[config.mk]
export PLATFORM = sky130hd
export DESIGN_NAME = mem_access
export DESIGN_NICKNAME = d
export VERILOG_FILES = /design/src/rtl/mem_pkg.sv /design/src/rtl/mem_wb.sv /design/src/rtl/mem_access.sv
export SDC_FILE = /design/constraint.sdc
export NUM_CORES = 1
export LEC_CHECK = 0
export BUFFER_PORTS_ARGS = -buffer_cell sky130_fd_sc_hd__buf_2
export CORE_AREA = 2 2 122 124
export CTS_CLUSTER_DIAMETER = 30
export DETAILED_ROUTE_END_ITERATION = 16
export DIE_AREA = 0 0 124 126
export MAX_ROUTING_LAYER = met4
export PLACE_DENSITY = 0.73
export SLEW_MARGIN = 40
export SYNTH_ARGS = -nofsm -noshare
export SYNTH_HDL_FRONTEND = slang
export SYNTH_SLANG_ARGS = --single-unit
[constraint.sdc]
create_clock -name clk -period 3.6 [get_ports clk]
set_input_delay 0.72 -clock clk [delete_from_list [all_inputs] [get_ports clk]]
set_output_delay 0.72 -clock clk [all_outputs]
set_load 0.01 [all_outputs]
[src/rtl/mem_pkg.sv]
// Shared types and constants for the MEM pipeline stage.
package mem_pkg;

    typedef enum logic [0:0] {
        IDLE,
        WAIT
    } state_e;

    localparam int unsigned WB_REGWRITE = 1;
    localparam int unsigned WB_MEMTOREG = 0;

    localparam int unsigned DEF_DATA_W  = 32;
    localparam int unsigned DEF_REG_W   = 5;
    localparam int unsigned DEF_TIMEOUT = 16;

endpackage

[src/rtl/mem_wb.sv]
// MEM/WB pipeline register with load enable and synchronous active-low clear.
module mem_wb
    import mem_pkg::*;
#(
    parameter int unsigned DATA_W = DEF_DATA_W,
    parameter int unsigned REG_W  = DEF_REG_W
) (
    input  logic              clk,
    input  logic              rst_n,
    input  logic              en_i,
    input  logic              valid_i,
    input  logic [1:0]        ctl_i,
    input  logic [DATA_W-1:0] rdata_i,
    input  logic [DATA_W-1:0] alu_i,
    input  logic [REG_W-1:0]  reg_i,
    output logic              valid_o,
    output logic [1:0]        ctl_o,
    output logic [DATA_W-1:0] rdata_o,
    output logic [DATA_W-1:0] alu_o,
    output logic [REG_W-1:0]  reg_o
);

    logic              valid_q;
    logic [1:0]        ctl_q;
    logic [DATA_W-1:0] rdata_q;
    logic [DATA_W-1:0] alu_q;
    logic [REG_W-1:0]  reg_q;

    always_ff @(posedge clk) begin
        if (!rst_n) begin
            valid_q <= 1'b0;
            ctl_q   <= '0;
            rdata_q <= '0;
            alu_q   <= '0;
            reg_q   <= '0;
        end else if (en_i) begin
            valid_q <= valid_i;
            ctl_q   <= ctl_i;
            rdata_q <= rdata_i;
            alu_q   <= alu_i;
            reg_q   <= reg_i;
        end
    end

    assign valid_o = valid_q;
    assign ctl_o   = ctl_q;
    assign rdata_o = rdata_q;
    assign alu_o   = alu_q;
    assign reg_o   = reg_q;

endmodule

[src/rtl/mem_access.sv]
// MEM stage: branch resolve, req/ack data-memory port, MEM/WB load and upstream stall.
// Optional bounded WAIT with sticky dmem_timeout under MEM_ACCESS_TIMEOUT_EN.
module mem_access
    import mem_pkg::*;
#(
    parameter int unsigned DATA_W  = DEF_DATA_W,
    parameter int unsigned REG_W   = DEF_REG_W,
    parameter int unsigned TIMEOUT = DEF_TIMEOUT
) (
    input  logic              clk,
    input  logic              rst_n,
    input  logic              ex_valid,
    input  logic [1:0]        wb_ctlout,
    input  logic              branch,
    input  logic              memread,
    input  logic              memwrite,
    input  logic              zero,
    input  logic [DATA_W-1:0] alu_result,
    input  logic [DATA_W-1:0] rdata2out,
    input  logic [DATA_W-1:0] add_result,
    input  logic [REG_W-1:0]  five_bit_muxout,
    output logic              pcsrc,
    output logic [DATA_W-1:0] branch_target,
    output logic              stall,
    output logic              dmem_req,
    output logic              dmem_we,
    output logic [DATA_W-1:0] dmem_addr,
    output logic [DATA_W-1:0] dmem_wdata,
    input  logic [DATA_W-1:0] dmem_rdata,
    input  logic              dmem_ack,
    output logic              mem_wb_valid,
    output logic [1:0]        mem_wb_ctl,
    output logic [DATA_W-1:0] mem_read_data,
    output logic [DATA_W-1:0] mem_alu_result,
    output logic [REG_W-1:0]  mem_write_reg,
    output logic              misalign
`ifdef MEM_ACCESS_TIMEOUT_EN
    ,
    output logic              dmem_timeout
`endif
);

    state_e state_q, state_d;

    logic              is_mem;
    logic              mis_op;
    logic              mem_op;
    logic              tmo_hit;
    logic [1:0]        wb_fwd;

    logic              req_q;
    logic              we_q;
    logic [DATA_W-1:0] addr_q;
    logic [DATA_W-1:0] wdata_q;
    logic [1:0]        ctl_q;
    logic [REG_W-1:0]  reg_q;
    logic              misalign_q;

    logic              wb_valid_d;
    logic [1:0]        wb_ctl_d;
    logic [DATA_W-1:0] wb_rdata_d;
    logic [DATA_W-1:0] wb_alu_d;
    logic [REG_W-1:0]  wb_reg_d;

    assign is_mem = ex_valid & (memread | memwrite);
    assign mis_op = is_mem & (alu_result[1:0] != 2'b00);
    assign mem_op = is_mem & ~mis_op;

    // A misaligned access retires as a no-op: WB controls are squashed.
    always_comb begin
        wb_fwd              = wb_ctlout;
        wb_fwd[WB_REGWRITE] = wb_ctlout[WB_REGWRITE] & ~mis_op;
        wb_fwd[WB_MEMTOREG] = wb_ctlout[WB_MEMTOREG] & ~mis_op;
    end

    assign pcsrc         = ex_valid & branch & zero;
    assign branch_target = add_result;

`ifdef MEM_ACCESS_TIMEOUT_EN
    localparam int unsigned CntW = $clog2(TIMEOUT + 1);

    logic [CntW-1:0] cnt_q;
    logic            timeout_q;

    // cnt_q counts completed WAIT cycles; the TIMEOUT-th one aborts unless acked.
    always_ff @(posedge clk) begin
        if (!rst_n) begin
            cnt_q <= '0;
        end else if (state_q == IDLE) begin
            cnt_q <= '0;
        end else if (cnt_q != CntW'(TIMEOUT)) begin
            cnt_q <= cnt_q + 1'b1;
        end
    end

    assign tmo_hit = (state_q == WAIT) & ~dmem_ack & (cnt_q == CntW'(TIMEOUT - 1));

    always_ff @(posedge clk) begin
        if (!rst_n) begin
            timeout_q <= 1'b0;
        end else if (tmo_hit) begin
            timeout_q <= 1'b1;
        end
    end

    assign dmem_timeout = timeout_q;
`else
    logic [31:0] unused_timeout;
    assign unused_timeout = 32'(TIMEOUT);
    assign tmo_hit        = 1'b0;
`endif

    always_ff @(posedge clk) begin
        if (!rst_n) begin
            state_q <= IDLE;
        end else begin
            state_q <= state_d;
        end
    end

    always_comb begin
        state_d = state_q;
        unique case (state_q)
            IDLE: begin
                if (mem_op) begin
                    state_d = WAIT;
                end
            end
            WAIT: begin
                if (dmem_ack || tmo_hit) begin
                    state_d = IDLE;
                end
            end
            default: state_d = IDLE;
        endcase
    end

    always_comb begin
        stall      = 1'b0;
        wb_valid_d = 1'b0;
        wb_ctl_d   = '0;
        wb_rdata_d = '0;
        wb_alu_d   = alu_result;
        wb_reg_d   = five_bit_muxout;
        unique case (state_q)
            IDLE: begin
                if (mem_op) begin
                    stall = 1'b1;
                end else begin
                    wb_valid_d = ex_valid;
                    wb_ctl_d   = wb_fwd;
                end
            end
            WAIT: begin
                stall    = ~dmem_ack & ~tmo_hit;
                wb_alu_d = addr_q;
                wb_reg_d = reg_q;
                if (dmem_ack) begin
                    wb_valid_d = 1'b1;
                    wb_ctl_d   = ctl_q;
                    wb_rdata_d = we_q ? '0 : dmem_rdata;
                end else if (tmo_hit) begin
                    wb_valid_d = 1'b1;
                end
            end
            default: stall = 1'b0;
        endcase
    end

    // Request fields and the retiring bundle are captured once on the IDLE->WAIT edge.
    always_ff @(posedge clk) begin
        if (!rst_n) begin
            req_q   <= 1'b0;
            we_q    <= 1'b0;
            addr_q  <= '0;
            wdata_q <= '0;
            ctl_q   <= '0;
            reg_q   <= '0;
        end else if (state_q == IDLE && mem_op) begin
            req_q   <= 1'b1;
            we_q    <= memwrite;
            addr_q  <= alu_result;
            wdata_q <= rdata2out;
            ctl_q   <= wb_ctlout;
            reg_q   <= five_bit_muxout;
        end else if (state_q == WAIT && (dmem_ack || tmo_hit)) begin
            req_q <= 1'b0;
        end
    end

    always_ff @(posedge clk) begin
        if (!rst_n) begin
            misalign_q <= 1'b0;
        end else if (state_q == IDLE && mis_op) begin
            misalign_q <= 1'b1;
        end
    end

    assign dmem_req   = req_q;
    assign dmem_we    = we_q;
    assign dmem_addr  = addr_q;
    assign dmem_wdata = wdata_q;
    assign misalign   = misalign_q;

    mem_wb #(
        .DATA_W (DATA_W),
        .REG_W  (REG_W)
    ) u_mem_wb (
        .clk     (clk),
        .rst_n   (rst_n),
        .en_i    (1'b1),
        .valid_i (wb_valid_d),
        .ctl_i   (wb_ctl_d),
        .rdata_i (wb_rdata_d),
        .alu_i   (wb_alu_d),
        .reg_i   (wb_reg_d),
        .valid_o (mem_wb_valid),
        .ctl_o   (mem_wb_ctl),
        .rdata_o (mem_read_data),
        .alu_o   (mem_alu_result),
        .reg_o   (mem_write_reg)
    );

endmodule

==> results.sh <==
export IMPL_status="completed"
export IMPL_nets=909
export IMPL_avgSynthCellArea_um2=9.989
export IMPL_dpl_cell_count=931
export IMPL_postLayoutCellArea_um2=7231
export IMPL_cts_buffer_depth=2
export IMPL_vias=4334
export IMPL_dieArea_um2=15620
export IMPL_critPathTopFamily="simple AND/OR/NAND/NOR gates"
export IMPL_final_hold_viol_count=0
export IMPL_crit_type="reg -> out"
export IMPL_synth_compound_area_share_pct=0.8095
export IMPL_dieWidth_um=124
export IMPL_slew_violations=0
export IMPL_ir_drop_mv=0.2924
export IMPL_worstMarginPinSlew_ns=0.7583
export IMPL_min_path_cells=2
export IMPL_ys_ff_latch=147
export IMPL_critPathLaunchType="register"
export IMPL_synth_simple_area_share_pct=17.72
export IMPL_grt_pass1_wl_um=20730
export IMPL_synth_top_family_by_area="multiplexers"
export IMPL_synth_async_reset_ratio_pct=0
export IMPL_synth_top_cell_by_area="dfxtp_1"
export IMPL_drtIter0Drc=163
export IMPL_cp_cell_sequence="nand2b_4, or4_4, nand2_1, buf_2"
export IMPL_dp_hpwl_um=9766
export IMPL_clock_skew_ns=0.008513
export IMPL_placed_cell_area_um2=6595
export IMPL_slew_headroom_pct=49.44
export IMPL_muxShareOfSynthArea_pct=19.25
export IMPL_port_buffer_count=251
export IMPL_fin_cells=963
export IMPL_clock_sinks=147
export IMPL_ys_seq_area_share_pct=52.89
export IMPL_worstHoldPathType="reg -> reg"
export IMPL_maxCapViolations=0
export IMPL_worstRegToRegCells=5
export IMPL_setup_viol_count_final=0
export IMPL_netlist_area_um2=5564
export IMPL_leakage_nw=3.439
export IMPL_via_per_inst=4.501
export IMPL_cts_buffers=17
export IMPL_yosysWarnings=0
export IMPL_rsz0062_at_grt="false"
export IMPL_arrival_ns=1.83
export IMPL_area_growth_pct=29.95
export IMPL_grt_ovfl_total=0
export IMPL_clkSlewWorstSetupHoldPaths_ns=0.06
export IMPL_yosysMostFrequentCell="dfxtp_1"
export IMPL_cts_tree="done"
export IMPL_drc=0
export IMPL_cpPeakStageDelay_ns=0.50
export IMPL_hold_buffers=0
export IMPL_synth_xor_xnor_area_share_pct=0
export IMPL_dr_pass1_iters=4
export IMPL_tns_ns=0
export IMPL_htreeDepth=4
export IMPL_grtUsageTotal_pct=17.83
export IMPL_gp_congestion=0.7931
export IMPL_die_height_um=126
export IMPL_synthAdderAreaFrac_pct=0
export IMPL_clockRootBuffer="clkbuf_16"
export IMPL_min_period_over_period_pct=70.71
export IMPL_syn_inst=557
export IMPL_routed_wirelength_um=13710
export IMPL_crit_path_max_fanout=19
export IMPL_slowest_stage="dfxtp_2"
export IMPL_start_util_pct=38.87
export IMPL_synth_nets=700
export IMPL_postCtsSetupRepairBufs=0
export IMPL_num_antenna_cells=0
export IMPL_ys_top_cells_by_area="dfxtp_1, mux2i_1, nand2_1, buf_4, and2_1"
export IMPL_antenna_left=0
export IMPL_antenna_found_initial=0
export IMPL_pin_count=316
export IMPL_cp_num_cells=4
export IMPL_cts_resized=0
export IMPL_p_per_area_nw_per_um2=537.0
export IMPL_required_ns=2.88
export IMPL_layout_drive_gt1_share_pct=37.87
export IMPL_first_global_vias=4165
export IMPL_synth_top_cell_area_share_pct=52.89
export IMPL_period_needed_ns=2.545
export IMPL_synthFlopType="dfxtp_1"
export IMPL_synth_common_cells="dfxtp_1, nand2_1, mux2i_1, nor2_1"
export IMPL_core_area_um2=14310
export IMPL_rows=44
export IMPL_synth_edf_count=0
export IMPL_fmax_mhz=392.9
export IMPL_endpoint_kind="output port"
export IMPL_ys_types=26
export IMPL_grt_max_degree=79
export IMPL_path_buf_inv=1
export IMPL_avgRoutedWirePerCell_um=14.24
export IMPL_clk_latency_ns=0.42
-- cell type report --
| type | count | area (um2) |
|---|---|---|
| Inverter | 2 | 7.507 |
| Sequential cell | 147 | 2944 |
| Multi-Input combinational cell | 340 | 2102 |
| Clock buffer | 20 | 456.7 |
| Fill cell | 1362 | 7083 |
| Clock inverter | 12 | 178.9 |
| Timing Repair Buffer | 258 | 1311 |
| Tap cell | 184 | 230.2 |
-- tightest hold or removal path, cell delays in order, from the launching register on --
cell and delay [ns]:
dfxtp_1 0.31, nand2_1 0.05, mux2i_1 0.05
-- flip-flops by register name, summed over array words and instances, names as in the netlist --
| register | cells |
|---|---|
| ctl_q | 2 |
| misalign | 1 |
| state_q | 1 |
| dmem_wdata | 32 |
| reg_q | 5 |
| dmem_addr | 32 |
| u_mem_wb.alu_o | 32 |
| dmem_we | 1 |
| u_mem_wb.rdata_o | 32 |
| dmem_req | 1 |
| u_mem_wb.ctl_o | 2 |
| u_mem_wb.reg_o | 5 |
| u_mem_wb.valid_o | 1 |
-- kinds of logic (layout without fill, tap and decap cells) --
kind of cell | count (synthesis) | after routing
buf+inv | 70 | 292
simple gates | 226 | 226
mux | 107 | 107
flops | 147 | 147
compound gates | 7 | 7
-- stage by stage --
step	total power [mW]	utilization, %	worst slack (ns)	hold slack [ns]
finish	3.883	50.52	1.055	0.4551
global route	4.033	50.52	0.9695	0.4658
CTS	3.924	50.52	1.044	0.4567
detailed placement	2.034	46.08	1.245	0.4462
global placement	2.029	46.08	1.264	0.4402
floorplan	1.940	-	1.506	0.4344
-- worst paths after layout --
path         slack, ns                    to          start
min reg2reg       0.46         dmem_wdata[5]  dmem_wdata[5]
max               1.05                 stall        state_q
max reg2reg       1.50  u_mem_wb.rdata_o[15]        state_q
min               0.46         dmem_wdata[5]  dmem_wdata[5]
-- cell usage in the layout, fill, tap and decap left out, types with 2 or more instances in the layout --
cell,n
nand3_1,4
and2_1,32
mux2i_1,107
bufinv_16,4
nor2_1,39
clkinvlp_4,3
clkbuf_8,2
dfxtp_1,146
clkinv_4,2
clkbuf_16,17
nand2_1,142
buf_2,250
a21oi_1,3
clkinv_2,2
buf_4,8
and3_1,3
-- routing by layer --
layer  global-route usage (%)  up-vias  part of all wire (%)
met5                        -        -                     0
met4                    9.980        0                   4.3
met3                    5.027       53                   7.0
met2                    29.06      164                    49
met1                    19.36     1932                    40
li1                         -     2185                     -
-- power breakdown --
group / internal [mW] / switching (mW)
combinational: 0.134 / 0.156
clock: 1.20 / 0.689
sequential: 1.68 / 0.0246
total: 3.01 / 0.869
No activity file was read; power rests on OpenSTA's default activity.
